## src/rtl/auth_arb_pkg.sv

```systemverilog
// Shared types and helpers for the authentication request arbiter.
// Holds the FSM state encoding, slot codes, channel ids and slot selection.
package auth_arb_pkg;

  typedef enum logic [2:0] {
    IDLE,
    GRANT,
    REQ,
    WAIT_RESP,
    DELIVER
  } arb_state_e;

  localparam logic [1:0]  SLOT_EMPTY = 2'b00;
  localparam int unsigned NUM_SLOTS  = 4;

  localparam logic CH_PD    = 1'b0;
  localparam logic CH_DEBUG = 1'b1;

  // Index of the lowest slot whose 2-bit code is not empty; 0 when all are empty.
  function automatic logic [1:0] lowest_slot(input logic [7:0] pend);
    logic [1:0] sel;
    logic       found;
    sel   = '0;
    found = 1'b0;
    for (int unsigned i = 0; i < NUM_SLOTS; i++) begin
      if (!found && pend[2*i +: 2] != SLOT_EMPTY) begin
        sel   = 2'(i);
        found = 1'b1;
      end
    end
    return sel;
  endfunction

endpackage

```

## src/rtl/auth_rr_arbiter.sv

```systemverilog
// Two-way round-robin arbiter between the PD and DEBUG channels.
// The registered last-grant pointer resets to DEBUG so PD wins the first tie.
module auth_rr_arbiter
  import auth_arb_pkg::*;
(
  input  logic       clk,
  input  logic       reset,
  input  logic [1:0] eligible,
  input  logic       grant_en,
  output logic [1:0] grant,
  output logic       last_q
);

  logic last_d;

  always_comb begin
    grant = '0;
    if (grant_en) begin
      if (&eligible) begin
        grant = (last_q == CH_PD) ? 2'b10 : 2'b01;
      end else begin
        grant = eligible;
      end
    end
    last_d = last_q;
    if (|grant) begin
      last_d = grant[CH_DEBUG];
    end
  end

  always_ff @(posedge clk) begin
    if (!reset) begin
      last_q <= CH_DEBUG;
    end else begin
      last_q <= last_d;
    end
  end

endmodule

```

## src/rtl/auth_request_arbiter.sv

```systemverilog
// Arbitrates PD/DEBUG authentication requests onto a single auth driver.
// Optional WAIT_RESP timeout is enabled by defining AUTH_TX_TIMEOUT_EN.
`ifndef MSG_LEN
`define MSG_LEN 32
`endif

module auth_request_arbiter
  import auth_arb_pkg::*;
#(
  parameter int unsigned MSG_W       = `MSG_LEN,
  parameter int unsigned TIMEOUT_CYC = 1024
) (
  input  logic             clk,
  input  logic             reset,
  input  logic [MSG_W-1:0] pd_msg_in,
  input  logic [MSG_W-1:0] debug_msg_in,
  input  logic             PD_msg_ready,
  input  logic             DEBUG_msg_ready,
  output logic             PD_ready,
  output logic             DEBUG_ready,
  input  logic [7:0]       pending_auth_request_PD,
  input  logic [7:0]       pending_auth_request_DEBUG,
  output logic             pending_auth_request_PD_erase,
  output logic             pending_auth_request_DEBUG_erase,
  output logic [1:0]       erase_slot,
  output logic [MSG_W-1:0] auth_msg_in,
  output logic             resp_req_in,
  input  logic             resp_req_out,
  input  logic [MSG_W-1:0] auth_msg_out,
  input  logic             auth_msg_ready,
  output logic             Ack_in_driver,
  output logic [MSG_W-1:0] pd_resp_out,
  output logic [MSG_W-1:0] debug_resp_out,
  output logic             pd_resp_valid,
  output logic             debug_resp_valid,
  input  logic             pd_resp_ack,
  input  logic             debug_resp_ack,
  output logic             busy,
  output logic             timeout_err
);

  if (TIMEOUT_CYC < 1) begin : g_cfg_check
    $error("TIMEOUT_CYC must be at least 1");
  end

  arb_state_e       state_q, state_d;
  logic             gnt_ch_q, gnt_ch_d;
  logic [1:0]       slot_q, slot_d;
  logic [MSG_W-1:0] msg_q, msg_d;
  logic [MSG_W-1:0] resp_q, resp_d;
  logic             pd_ready_q, pd_ready_d;
  logic             dbg_ready_q, dbg_ready_d;
  logic             ack_q, ack_d;
  logic             pd_erase_q, pd_erase_d;
  logic             dbg_erase_q, dbg_erase_d;
  logic [1:0]       erase_slot_q, erase_slot_d;

  logic [1:0] eligible;
  logic [1:0] grant;
  logic       last_grant;
  logic       chan_ack;

`ifdef AUTH_TX_TIMEOUT_EN
  localparam int unsigned CNT_W = $clog2(TIMEOUT_CYC + 1);
  logic [CNT_W-1:0] cnt_q, cnt_d;
  logic             timeout_q, timeout_d;
`endif

  assign eligible[CH_PD]    = PD_msg_ready    && (pending_auth_request_PD    != '0);
  assign eligible[CH_DEBUG] = DEBUG_msg_ready && (pending_auth_request_DEBUG != '0);

  auth_rr_arbiter u_rr (
    .clk      (clk),
    .reset    (reset),
    .eligible (eligible),
    .grant_en (state_q == IDLE),
    .grant    (grant),
    .last_q   (last_grant)
  );

  assign chan_ack = (gnt_ch_q == CH_DEBUG) ? debug_resp_ack : pd_resp_ack;

  always_comb begin
    state_d      = state_q;
    gnt_ch_d     = gnt_ch_q;
    slot_d       = slot_q;
    msg_d        = msg_q;
    resp_d       = resp_q;
    pd_ready_d   = 1'b0;
    dbg_ready_d  = 1'b0;
    ack_d        = 1'b0;
    pd_erase_d   = 1'b0;
    dbg_erase_d  = 1'b0;
    erase_slot_d = '0;
`ifdef AUTH_TX_TIMEOUT_EN
    cnt_d        = cnt_q;
    timeout_d    = 1'b0;
`endif
    case (state_q)
      IDLE: begin
        if (|grant) begin
          state_d     = GRANT;
          gnt_ch_d    = grant[CH_DEBUG];
          msg_d       = grant[CH_DEBUG] ? debug_msg_in : pd_msg_in;
          slot_d      = lowest_slot(grant[CH_DEBUG] ? pending_auth_request_DEBUG
                                                    : pending_auth_request_PD);
          pd_ready_d  = grant[CH_PD];
          dbg_ready_d = grant[CH_DEBUG];
        end
      end
      GRANT: state_d = REQ;
      REQ: begin
        if (resp_req_out) begin
          state_d = WAIT_RESP;
`ifdef AUTH_TX_TIMEOUT_EN
          cnt_d   = '0;
`endif
        end
      end
      WAIT_RESP: begin
        if (auth_msg_ready) begin
          resp_d  = auth_msg_out;
          ack_d   = 1'b1;
          state_d = DELIVER;
        end
`ifdef AUTH_TX_TIMEOUT_EN
        else if (cnt_q == CNT_W'(TIMEOUT_CYC - 1)) begin
          timeout_d = 1'b1;
          state_d   = IDLE;
        end else begin
          cnt_d = cnt_q + 1'b1;
        end
`endif
      end
      DELIVER: begin
        if (chan_ack) begin
          pd_erase_d   = (gnt_ch_q == CH_PD);
          dbg_erase_d  = (gnt_ch_q == CH_DEBUG);
          erase_slot_d = slot_q;
          state_d      = IDLE;
        end
      end
      default: state_d = IDLE;
    endcase
  end

  always_ff @(posedge clk) begin
    if (!reset) begin
      state_q      <= IDLE;
      gnt_ch_q     <= CH_PD;
      slot_q       <= '0;
      msg_q        <= '0;
      resp_q       <= '0;
      pd_ready_q   <= 1'b0;
      dbg_ready_q  <= 1'b0;
      ack_q        <= 1'b0;
      pd_erase_q   <= 1'b0;
      dbg_erase_q  <= 1'b0;
      erase_slot_q <= '0;
`ifdef AUTH_TX_TIMEOUT_EN
      cnt_q        <= '0;
      timeout_q    <= 1'b0;
`endif
    end else begin
      state_q      <= state_d;
      gnt_ch_q     <= gnt_ch_d;
      slot_q       <= slot_d;
      msg_q        <= msg_d;
      resp_q       <= resp_d;
      pd_ready_q   <= pd_ready_d;
      dbg_ready_q  <= dbg_ready_d;
      ack_q        <= ack_d;
      pd_erase_q   <= pd_erase_d;
      dbg_erase_q  <= dbg_erase_d;
      erase_slot_q <= erase_slot_d;
`ifdef AUTH_TX_TIMEOUT_EN
      cnt_q        <= cnt_d;
      timeout_q    <= timeout_d;
`endif
    end
  end

  assign PD_ready                         = pd_ready_q;
  assign DEBUG_ready                      = dbg_ready_q;
  assign Ack_in_driver                    = ack_q;
  assign pending_auth_request_PD_erase    = pd_erase_q;
  assign pending_auth_request_DEBUG_erase = dbg_erase_q;
  assign erase_slot                       = erase_slot_q;
  assign auth_msg_in                      = msg_q;
  assign resp_req_in                      = (state_q == REQ);
  assign busy                             = (state_q != IDLE);
  assign pd_resp_valid                    = (state_q == DELIVER) && (gnt_ch_q == CH_PD);
  assign debug_resp_valid                 = (state_q == DELIVER) && (gnt_ch_q == CH_DEBUG);
  assign pd_resp_out                      = (gnt_ch_q == CH_PD)    ? resp_q : '0;
  assign debug_resp_out                   = (gnt_ch_q == CH_DEBUG) ? resp_q : '0;
`ifdef AUTH_TX_TIMEOUT_EN
  assign timeout_err                      = timeout_q;
`else
  assign timeout_err                      = 1'b0;
`endif

endmodule

```

## config.mk

```make
export PLATFORM = sky130hd
export DESIGN_NAME = auth_request_arbiter
export DESIGN_NICKNAME = d
export VERILOG_FILES = /design/src/rtl/auth_arb_pkg.sv /design/src/rtl/auth_rr_arbiter.sv /design/src/rtl/auth_request_arbiter.sv
export SDC_FILE = /design/constraint.sdc
export NUM_CORES = 1
export LEC_CHECK = 0
export ABC_AREA = 1
export CAP_MARGIN = 20
export CORE_ASPECT_RATIO = 1.2
export CORE_MARGIN = 8
export CORE_UTILIZATION = 40
export DETAILED_ROUTE_END_ITERATION = 6
export GPL_ROUTABILITY_DRIVEN = 0
export GPL_TIMING_DRIVEN = 0
export PLACE_DENSITY_LB_ADDON = 0.12
export SETUP_SLACK_MARGIN = 0.3
export SLEW_MARGIN = 20
export SYNTH_ARGS = -nofsm -noshare
export SYNTH_HDL_FRONTEND = slang
export SYNTH_SLANG_ARGS = --single-unit
export TNS_END_PERCENT = 100
```

## constraint.sdc

```tcl
create_clock -name clk -period 3.31 [get_ports clk]
set_clock_uncertainty 0.15 [all_clocks]
set_input_delay 0.4965 -clock clk [delete_from_list [all_inputs] [get_ports clk]]
set_output_delay 0.4965 -clock clk [all_outputs]
set_load 0.005 [all_outputs]
```

==> summary.md, run 1 <==
| Metric | Value |
|---|---|
| Port bufs | `roughly 230` |
| Synth Area in Compound Gates | `0.184` |
| Final setup violating endpoints | `0` |
| Number of global-route vias before repair | `4421` |
| RSZ-0062 raised after global routing | `false` |
| R2R cell count | `7` |
| Drt via density | `4.60` |
| Synth Register Bits | `78` |
| Largest family of logic cells by synthesized area | `simple AND/OR/NAND/NOR gates` |
| DP HPWL | `roughly 11 mm` |
| Vias | `roughly 4.3k` |
| Switching Share | `0.345` |
| CP Depth | `5` |
| WL final | `13.3 mm` |
| Clk_lat worst skew | `0.34 ns` |
| CTS Root Cell | `clkbuf_8` |
| Worst path slowest cell | `clkdlybuf4s50_1` |
| Final worst slack | `~0.51 ns` |
| Fin util | `0.693` |
| Placeable Area | `around 0.0090 mm2` |
| Mean Syn Cell Area | `6.56 um2` |
| Synth Area in XOR/XNOR | `0` |
| P_leak | `between 2 and 3 nW` |
| Post-Synth Adder-Cell Area | `0` |
| Clock power share | `0.197` |
| Post-synthesis simple-gate area fraction | `0.227` |
| Delay-heaviest family, CP | `buffers and inverters` |
| Crit. End Element | `primary output` |
| Share of cells above drive strength 1 | `0.0547` |
| Initial antenna violation count | `0` |
| Htree depth | `3` |
| WHS Path Cells | `2` |
| Critical Path RT | `between 2 and 3 ns` |
| DRC | `0` |
| Global Route Usage Sum | `0.206` |
| Largest net degree at the start of global routing | `13` |
| Crit-path cells | `clkbuf_1 > clkbuf_1 > buf_2 > nor2_1 > clkdlybuf4s50_1` |
| Final instance area | `roughly 0.0063 mm2` |
| Die Area | `around 0.013 mm2` |
| Slew @ Worst Pin | `0.501 ns` |
| Mux contribution to synthesized area | `0` |
| Synth cell types | `26` |
| Final setup TNS | `0 ns` |
| Startpoint Class | `flip-flop` |
| Cell area after synthesis | `around 0.0037 mm2` |
| Dpl cells | `between 900 and 1k` |
| Commonest cells after routing, fill and taps aside | `clkdlybuf4s50_1 (225), nand2_1 (123), inv_1 (116), dfxtp_1 (78), o21ai_0 (67)` |
| Hold buffer count at CTS | `0` |
| Post-DP Area | `between 0.006 and 0.007 mm2` |
| Top Metal Used | `met4` |
| Final cycle utilization of the critical path | `0.845` |
| Num ports | `around 230` |
| ANT nets after route | `0` |
| Cells after Synth | `approximately 560` |
| Global-route wire length before repair | `around 21 mm` |
| Comb power frac | `0.413` |
| Clock-pin slew on the worst setup and hold paths | `roughly 0.08 ns` |
| Global route overflow | `0` |
| Max-slew violations | `0` |
| Length of routed wiring on met1 | `4.99 mm` |
| Clock Sinks | `78` |
| CTS tree | `built` |
| Die width | `104 um` |
| CP arrival | `roughly 2.2 ns` |
| Final Non-Filler Cells | `between 900 and 1k` |
| Power Density | `513 mW/mm2` |
| Post-synth net total | `approximately 700` |
| Routed wire per std cell | `14.4 um` |
| WS Path Type | `reg -> out` |
| Sequential fraction of the synthesis area | `0.423` |
| Hold/Removal Path Class | `reg -> reg` |
| DRT iter0 DRCs | `113` |
| Outcome | `completed` |
| Fmax | `between 300 and 400 MHz` |
| Max Root-Sink Buffers | `2` |
| Flop pwr share | `0.390` |
| Crit path buf inv count | `4` |
| Commonest non-fill, non-tap cell in the layout | `clkdlybuf4s50_1` |
| TritonCTS buffer count | `9` |
| Vert. Die Dim | `~120 um` |
| Initial Util | `0.409` |
| Row Count | `38` |
| Hold Violations, Final | `0` |
| Setup WS pre-CTS | `approximately 0.69 ns` |
| Max Cap Viol | `0` |
| First-pass DRT Iterations | `4` |
| N_diodes | `0` |
| Crit path max fanout | `10` |
| VDD IR max | `around 0.29 mV` |
| Most frequent CP cell | `clkbuf_1` |
| Slew HR | `0.666` |
| Total Nets Final | `919` |
| Critical Path Max Stage Delay | `around 0.48 ns` |
| Metal2 WL | `6.70 mm` |
| Min cycle time layout | `roughly 2.8 ns` |
| Count of yosys warnings during synthesis | `0` |
| Layout area overhead | `69.7%` |
| Routed wl met3 | `~1.3 mm` |
| Sw Pwr | `1.11 mW` |
| Pint | `2.10 mW` |
==> sequential cells by signal, summed over array words and instances, names as in the netlist <==
| signal | flops |
|---|---|
| pending_auth_request_PD_erase | 1 |
| erase_slot | 2 |
| PD_ready | 1 |
| state_q | 3 |
| u_rr.last_q | 1 |
| auth_msg_in | 32 |
| DEBUG_ready | 1 |
| slot_q | 2 |
| pending_auth_request_DEBUG_erase | 1 |
| gnt_ch_q | 1 |
| resp_q | 32 |
| Ack_in_driver | 1 |
==> synthesized netlist by cell type (all sizes together) <==
cell type / instances / share of area
nand4: 4 / 0.0068
nand3: 6 / 0.011
o21ai: 98 / 0.13
conb: 1 / 0.0010
nand3b: 2 / 0.0041
buf: 15 / 0.027
a21oi: 35 / 0.047
nor3: 2 / 0.0058
o211ai: 1 / 0.0020
dfxtp: 78 / 0.42
clkbuf: 18 / 0.019
nand2: 128 / 0.14
inv: 116 / 0.12
nor2: 58 / 0.064
a211oi: 1 / 0.0020
==> metal layers <==
layer	vias up	track usage
met5	-	0
met4	0	0.0789
met3	18	0.0893
met2	170	0.371
met1	1886	0.206
li1	2178	-
==> kinds of logic (layout without fill, tap and decap cells) <==
group	Yosys count	count (layout)
AOI/OAI and AO/OA	135	135
DFF	78	78
buffers and inverters	149	390
other	1	1
and+or+nand+nor	200	200
==> power by group through the flow <==
stage                     Combinational [mW]  Sequential, mW  Clock (mW)
after global routing                    1.47            1.27       0.686
after global placement                  1.31            1.26           0
after CTS                               1.35            1.25       0.653
after floorplan                        0.608            1.27           0
final                                   1.33            1.25       0.634
after detailed placement                1.34            1.27           0
==> final cells by class <==
cell class | count | area (um2)
multi-input cells | 336 | 1520
well taps | 120 | 150
repair buffers | 225 | 2250
fillers | 791 | 2770
clock inverters | 5 | 25.0
clock buffers | 11 | 141
inverters | 116 | 435
plain buffers | 33 | 174
flip-flops and latches | 78 | 1560
==> worst paths after layout <==
path,startpoint,end,slack [ns]
setup / recovery,gnt_ch_q,pd_resp_out[13],0.51
hold / removal,slot_q[0],erase_slot[0],0.28
setup reg to reg,state_q[0],auth_msg_in[27],1.45
hold reg to reg,slot_q[0],erase_slot[0],0.28
==> stage by stage <==
step                hold slack [ns]  power (mW)
global route                  0.299        3.43
CTS                           0.287        3.25
floorplan                     0.258        1.88
global placement              0.263        2.57
detailed placement            0.276        2.61
finish                        0.285        3.21
==> repair_timing <==
item | 4_1_cts | 5_1_grt
setup endpoints to repair | 1 | 20
gates resized for setup | 1 | 2
setup buffers | 0 | 0
==> tightest hold or removal path, cell delays in order, from the launching register on <==
cell and delay (ns):
dfxtp_1 0.32, inv_1 0.05, nor2_1 0.03
(Power assumes the default switching activity.)
==> run 2, diff against run 1 <==
--- a/config.mk
+++ b/config.mk
@@ -9,7 +9,7 @@
 export CAP_MARGIN = 20
 export CORE_ASPECT_RATIO = 1.2
 export CORE_MARGIN = 8
-export CORE_UTILIZATION = 40
+export CORE_UTILIZATION = 37
 export DETAILED_ROUTE_END_ITERATION = 6
 export GPL_ROUTABILITY_DRIVEN = 0
 export GPL_TIMING_DRIVEN = 0
==> constraint.sdc (replaced) <==
create_clock -name clk -period 2.8 [get_ports clk]
set_clock_uncertainty 0.15 [all_clocks]
set_input_delay 0.42 -clock clk [delete_from_list [all_inputs] [get_ports clk]]
set_output_delay 0.42 -clock clk [all_outputs]
set_load 0.005 [all_outputs]
==> run 2 against run 1 <==
Compared with the run above: critical path depth unchanged; die area increased by 6.9%; combinational power increased by 18%.
==> summary.md, run 2 (synthesized netlist as in run 1, its figures left out) <==
| Metric | Value |
|---|---|
| Vert. Die Dim | `around 130 um` |
| WS Path Type | `reg -> out` |
| Layout area overhead | `74.2%` |
| P_leak | `~3.0 nW` |
| First-pass DRT Iterations | `4` |
| Final setup TNS | `0 ns` |
| CTS tree | `built` |
| Share of cells above drive strength 1 | `0.0609` |
| Min cycle time layout | `2.41 ns` |
| Hold/Removal Path Class | `reg -> reg` |
| Critical Path RT | `about 2.2 ns` |
| Setup WS pre-CTS | `approximately 0.17 ns` |
| CTS Root Cell | `clkbuf_16` |
| Startpoint Class | `flip-flop` |
| Routed wire per std cell | `roughly 14 um` |
| Max-slew violations | `0` |
| Placeable Area | `around 0.0099 mm2` |
| Htree depth | `3` |
| Clk_lat worst skew | `0.32 ns` |
| Max Root-Sink Buffers | `2` |
| Clock-pin slew on the worst setup and hold paths | `roughly 0.060 ns` |
| Slew @ Worst Pin | `around 0.52 ns` |
| Initial antenna violation count | `0` |
| Global route overflow | `0` |
| Global Route Usage Sum | `0.192` |
| TritonCTS buffer count | `9` |
| Post-DP Area | `0.00610 mm2` |
| Drt via density | `4.57` |
| Largest net degree at the start of global routing | `13` |
| Max Cap Viol | `0` |
| DRT iter0 DRCs | `between 100 and 150` |
| N_diodes | `0` |
| Commonest cells after routing, fill and taps aside | `clkdlybuf4s50_1 (223), nand2_1 (123), inv_1 (116), dfxtp_1 (78), o21ai_0 (67)` |
| Slew HR | `0.655` |
| Num ports | `228` |
| DRC | `0` |
| Number of global-route vias before repair | `~4.3k` |
| Final worst slack | `about 0.39 ns` |
| Outcome | `completed` |
| RSZ-0062 raised after global routing | `false` |
| Fmax | `416 MHz` |
| Commonest non-fill, non-tap cell in the layout | `clkdlybuf4s50_1` |
| Die Area | `0.0134 mm2` |
| Power Density | `around 660 mW/mm2` |
| Initial Util | `0.374` |
| Hold Violations, Final | `0` |
| CP arrival | `1.84 ns` |
| Row Count | `40` |
| ANT nets after route | `0` |
| Port bufs | `between 200 and 250` |
| Total Nets Final | `919` |
| Vias | `about 4.3k` |
| VDD IR max | `0.380 mV` |
| Crit path max fanout | `10` |
| Final instance area | `0.00643 mm2` |
| Final cycle utilization of the critical path | `0.859` |
| Hold buffer count at CTS | `0` |
| Global-route wire length before repair | `20.9 mm` |
| DP HPWL | `roughly 11 mm` |
| Clock Sinks | `78` |
| Final setup violating endpoints | `0` |
| WL final | `about 13 mm` |
| Die width | `about 110 um` |
| Number of setup buffers added after CTS | `0` |
| Crit. End Element | `primary output` |
==> run 2: cell types whose count changed in the layout (fill, tap and decap cells not counted), sizes merged <==
cell	previous run	this run
buf	13	14
bufinv	0	1
clkbuf	31	32
clkdlybuf4s50	225	223
clkinv	5	1
clkinvlp	0	1
dlymetal6s2s	0	2
==> run 2: cell type report <==
type	instances	area (um2)
Tap cell	126	158
Inverter	116	435
Timing Repair Buffer	225	2260
Clock inverter	3	42.5
Buffer	33	188
Multi-Input combinational cell	336	1530
Sequential cell	78	1560
Fill cell	891	3430
Clock buffer	13	260
==> run 2: metal layers <==
layer / share of wire / GRT usage / wire length, um / vias to the layer above
li1: - / - / - / 2186
met1: 0.38 / 0.195 / 4940 / 1883
met2: 0.50 / 0.338 / 6520 / 163
met3: 0.10 / 0.0725 / 1350 / 19
met4: 0.025 / 0.0863 / 328 / 0
met5: 0 / 0 / 0 / -
==> run 2: metrics by stage <==
step                       util  cells  hold WS [ns]  power (mW)
after CTS                 0.651    930         0.278        4.27
after global routing      0.652    930         0.306        4.49
final                     0.652    930         0.279        4.21
after detailed placement  0.619    914         0.274        3.08
after global placement    0.619    914         0.276        3.04
after floorplan               -    563         0.258        2.22
==> run 2: final timing paths <==
check,start,endpoint,slack [ns],cells past startpoint
max,gnt_ch_q,pd_resp_out[15],0.39,5
min,slot_q[1],erase_slot[1],0.28,2
max reg2reg,state_q[0],auth_msg_in[28],0.95,7
min reg2reg,slot_q[1],erase_slot[1],0.28,2
==> run 2: report_power, final <==
| part | switching [mW] | internal (mW) |
|---|---|---|
| combinational | 0.765 | 0.808 |
| sequential | 0.127 | 1.35 |
| clock | 0.424 | 0.738 |
==> run 2: repair_timing <==
item / 4_1_cts / 5_1_grt
cloned: 0 / 0
resized for setup: 8 / 8
setup endpoints to repair: 62 / 24
==> run 2: worst max-delay path, stage by stage, from the launching register on <==
cell	delay [ns]
dfxtp_1	0.30
clkbuf_2	0.14
clkbuf_4	0.20
buf_4	0.19
nor2_2	0.14
clkdlybuf4s50_1	0.53
==> run 3, diff against run 2 <==
--- a/config.mk
+++ b/config.mk
@@ -8,14 +8,12 @@
 export ABC_AREA = 1
 export CAP_MARGIN = 20
 export CORE_ASPECT_RATIO = 1.2
-export CORE_MARGIN = 8
 export CORE_UTILIZATION = 37
 export DETAILED_ROUTE_END_ITERATION = 6
 export GPL_ROUTABILITY_DRIVEN = 0
 export GPL_TIMING_DRIVEN = 0
 export PLACE_DENSITY_LB_ADDON = 0.12
 export SETUP_SLACK_MARGIN = 0.3
-export SLEW_MARGIN = 20
 export SYNTH_ARGS = -nofsm -noshare
 export SYNTH_HDL_FRONTEND = slang
 export SYNTH_SLANG_ARGS = --single-unit
==> run 3 against run 2 <==
Compared with the run above: critical path depth unchanged; clock-buffer cell count fell by 3; cell count decreased by 0.32%; largest power group unchanged; sequential share of layout area fell by 0.085 points; register-to-register slack worse by 0.02 ns; total power grew 3.3%; sequential power about the same.
==> summary.md, run 3 (synthesized netlist as in run 1, its figures left out) <==
| Metric | Value |
|---|---|
| DRC | `0` |
| Clock-pin slew on the worst setup and hold paths | `0.06 ns` |
| Reg2Reg Setup Slack | `just over 0.9 ns` |
| Crit. End Element | `primary output` |
| WHS Path Cells | `2` |
| Flop pwr share | `0.340` |
| Worst path slowest cell | `clkdlybuf4s50_1` |
| Global Route Usage Sum | `0.231` |
| Pint | `between 3 and 4 mW` |
| Die width | `93.2 um` |
| Sw Pwr | `~1.3 mW` |
| Port bufs | `225` |
| Max Root-Sink Buffers | `2` |
| P_leak | `2.96 nW` |
| First-pass DRT Iterations | `4` |
| CP Depth | `5` |
| Hold Violations, Final | `0` |
| Hold/Removal Path Class | `reg -> reg` |
| Initial antenna violation count | `0` |
| Layout area overhead | `74.8%` |
| Switching Share | `0.305` |
| Worst hold margin | `roughly 0.28 ns` |
| WS Path Type | `reg -> out` |
| Comb power frac | `0.356` |
| Vert. Die Dim | `111 um` |
| Clock power share | `0.304` |
| Share of cells above drive strength 1 | `0.0609` |
| Row Count | `39` |
| Crit path max fanout | `10` |
| Max-slew violations | `0` |
| Vias | `4282` |
| TritonCTS buffer count | `9` |
| RSZ-0062 raised after global routing | `false` |
| N_diodes | `0` |
| Global-route wire length before repair | `~19 mm` |
| Global route overflow | `0` |
| DP HPWL | `slightly above 9 mm` |
| Hold Startpoint | `slot_q[0]` |
| Number of setup buffers added after CTS | `0` |
| Clk_lat worst skew | `0.33 ns` |
| Delay-heaviest family, CP | `buffers and inverters` |
| Number of global-route vias before repair | `roughly 4.3k` |
| Capturing point of the worst reg2reg path | `auth_msg_in[27]` |
| Placeable Area | `~0.0096 mm2` |
| Final setup violating endpoints | `0` |
| CP arrival | `about 1.8 ns` |
| Commonest cells after routing, fill and taps aside | `clkdlybuf4s50_1 (225), nand2_1 (123), inv_1 (116), dfxtp_1 (78), o21ai_0 (67)` |
| Routed wire per std cell | `~13 um` |
| Final cycle utilization of the critical path | `0.862` |
| Clock Sinks | `78` |
| Commonest non-fill, non-tap cell in the layout | `clkdlybuf4s50_1` |
| RR Startpoint | `state_q[0]` |
| Critical Path Max Stage Delay | `between 0.5 and 0.6 ns` |
| WL final | `11.7 mm` |
| Min cycle time layout | `2.41 ns` |
| Power Density | `674 mW/mm2` |
| Critical Path RT | `~2.2 ns` |
| Crit-path cells | `clkbuf_2 > buf_4 > clkbuf_4 > nor2_1 > clkdlybuf4s50_1` |
| ANT nets after route | `0` |
| Htree depth | `3` |
| DRT iter0 DRCs | `~140` |
| Hold buffer count at CTS | `0` |
| Largest net degree at the start of global routing | `14` |
| Crit path buf inv count | `4` |
| Drt via density | `4.62` |
| CTS tree | `built` |
| Outcome | `completed` |
| Startpoint Class | `flip-flop` |
| Initial Util | `0.384` |
| Fmax | `between 400 and 500 MHz` |
| Die Area | `0.0104 mm2` |
| Hold path endpoint | `erase_slot[0]` |
| Final setup TNS | `0 ns` |
| Max Cap Viol | `0` |
| Total Nets Final | `919` |
| R2R cell count | `7` |
| CTS Root Cell | `clkbuf_16` |
| Num ports | `228` |
| VDD IR max | `roughly 0.38 mV` |
run 3: changes by cell type in the layout (fill, tap and decap cells not counted):
cell             before  now
dlymetal6s2s_1        2    0
clkdlybuf4s50_1     223  225
clkbuf_8              2    0
clkinvlp_4            1    2
buf_2                 8    9
clkbuf_4              2    1
clkbuf_1             12   11
nor2_1               54   55
bufinv_16             1    3
nor2_2                2    1
run 3: worst max path at each step:
stage	from	endpoint	slack (ns)
2_1_floorplan	gnt_ch_q	pd_resp_out[10]	1.11
3_3_place_gp	gnt_ch_q	pd_resp_out[13]	0.20
3_5_place_dp	gnt_ch_q	pd_resp_out[15]	0.19
5_1_grt	gnt_ch_q	pd_resp_out[14]	0.31
6_report	gnt_ch_q	pd_resp_out[15]	0.39
4_1_cts	gnt_ch_q	pd_resp_out[14]	0.35
run 3: per-stage QoR:
step           total power [mW]  setup WS (ns)  area (um2)   util  cells
2_1_floorplan              2.22           1.11        3690      -    563
3_3_place_gp               3.02          0.201        6100  0.634    911
3_5_place_dp               3.05          0.193        6100  0.634    911
4_1_cts                    4.40          0.346        6450  0.671    927
5_1_grt                    4.62          0.309        6450  0.671    927
6_report                   4.35          0.385        6450  0.671    927
run 3: area by class of cell:
| class | count | area (um2) |
|---|---|---|
| Inverter | 116 | 435 |
| Clock buffer | 10 | 229 |
| Multi-Input combinational cell | 336 | 1520 |
| Sequential cell | 78 | 1560 |
| Timing Repair Buffer | 225 | 2250 |
| Buffer | 33 | 185 |
| Clock inverter | 6 | 110 |
| Fill cell | 851 | 3160 |
| Tap cell | 123 | 154 |
run 3: what timing repair did:
item / 4_1_cts / 5_1_grt
endpoints found under the setup margin: 62 / 28
resized for setup: 7 / 6
endpoints found under the hold margin: 0 / 0
run 3: worst min-delay path, stage by stage, from the launching register on:
cell and delay, ns:
dfxtp_1 0.31, inv_1 0.05, nor2_1 0.03
run 3: power by group through the flow:
| stage | Combinational, mW | Clock, mW | Sequential [mW] |
|---|---|---|---|
| global placement | 1.53 | 0 | 1.49 |
| detailed placement | 1.56 | 0 | 1.50 |
| global route | 1.72 | 1.40 | 1.50 |
| CTS | 1.57 | 1.35 | 1.48 |
| finish | 1.55 | 1.32 | 1.48 |
| floorplan | 0.718 | 0 | 1.50 |
run 3: layer usage:
layer / wire, um / GRT usage / vias to the layer above / part of all wire
met3: 864 / 0.0574 / 22 / 0.074
met2: 6020 / 0.431 / 168 / 0.51
met4: 293 / 0.0995 / 0 / 0.025
met1: 4520 / 0.239 / 1910 / 0.39
met5: 0 / 0 / - / 0
li1: - / - / 2182 / -
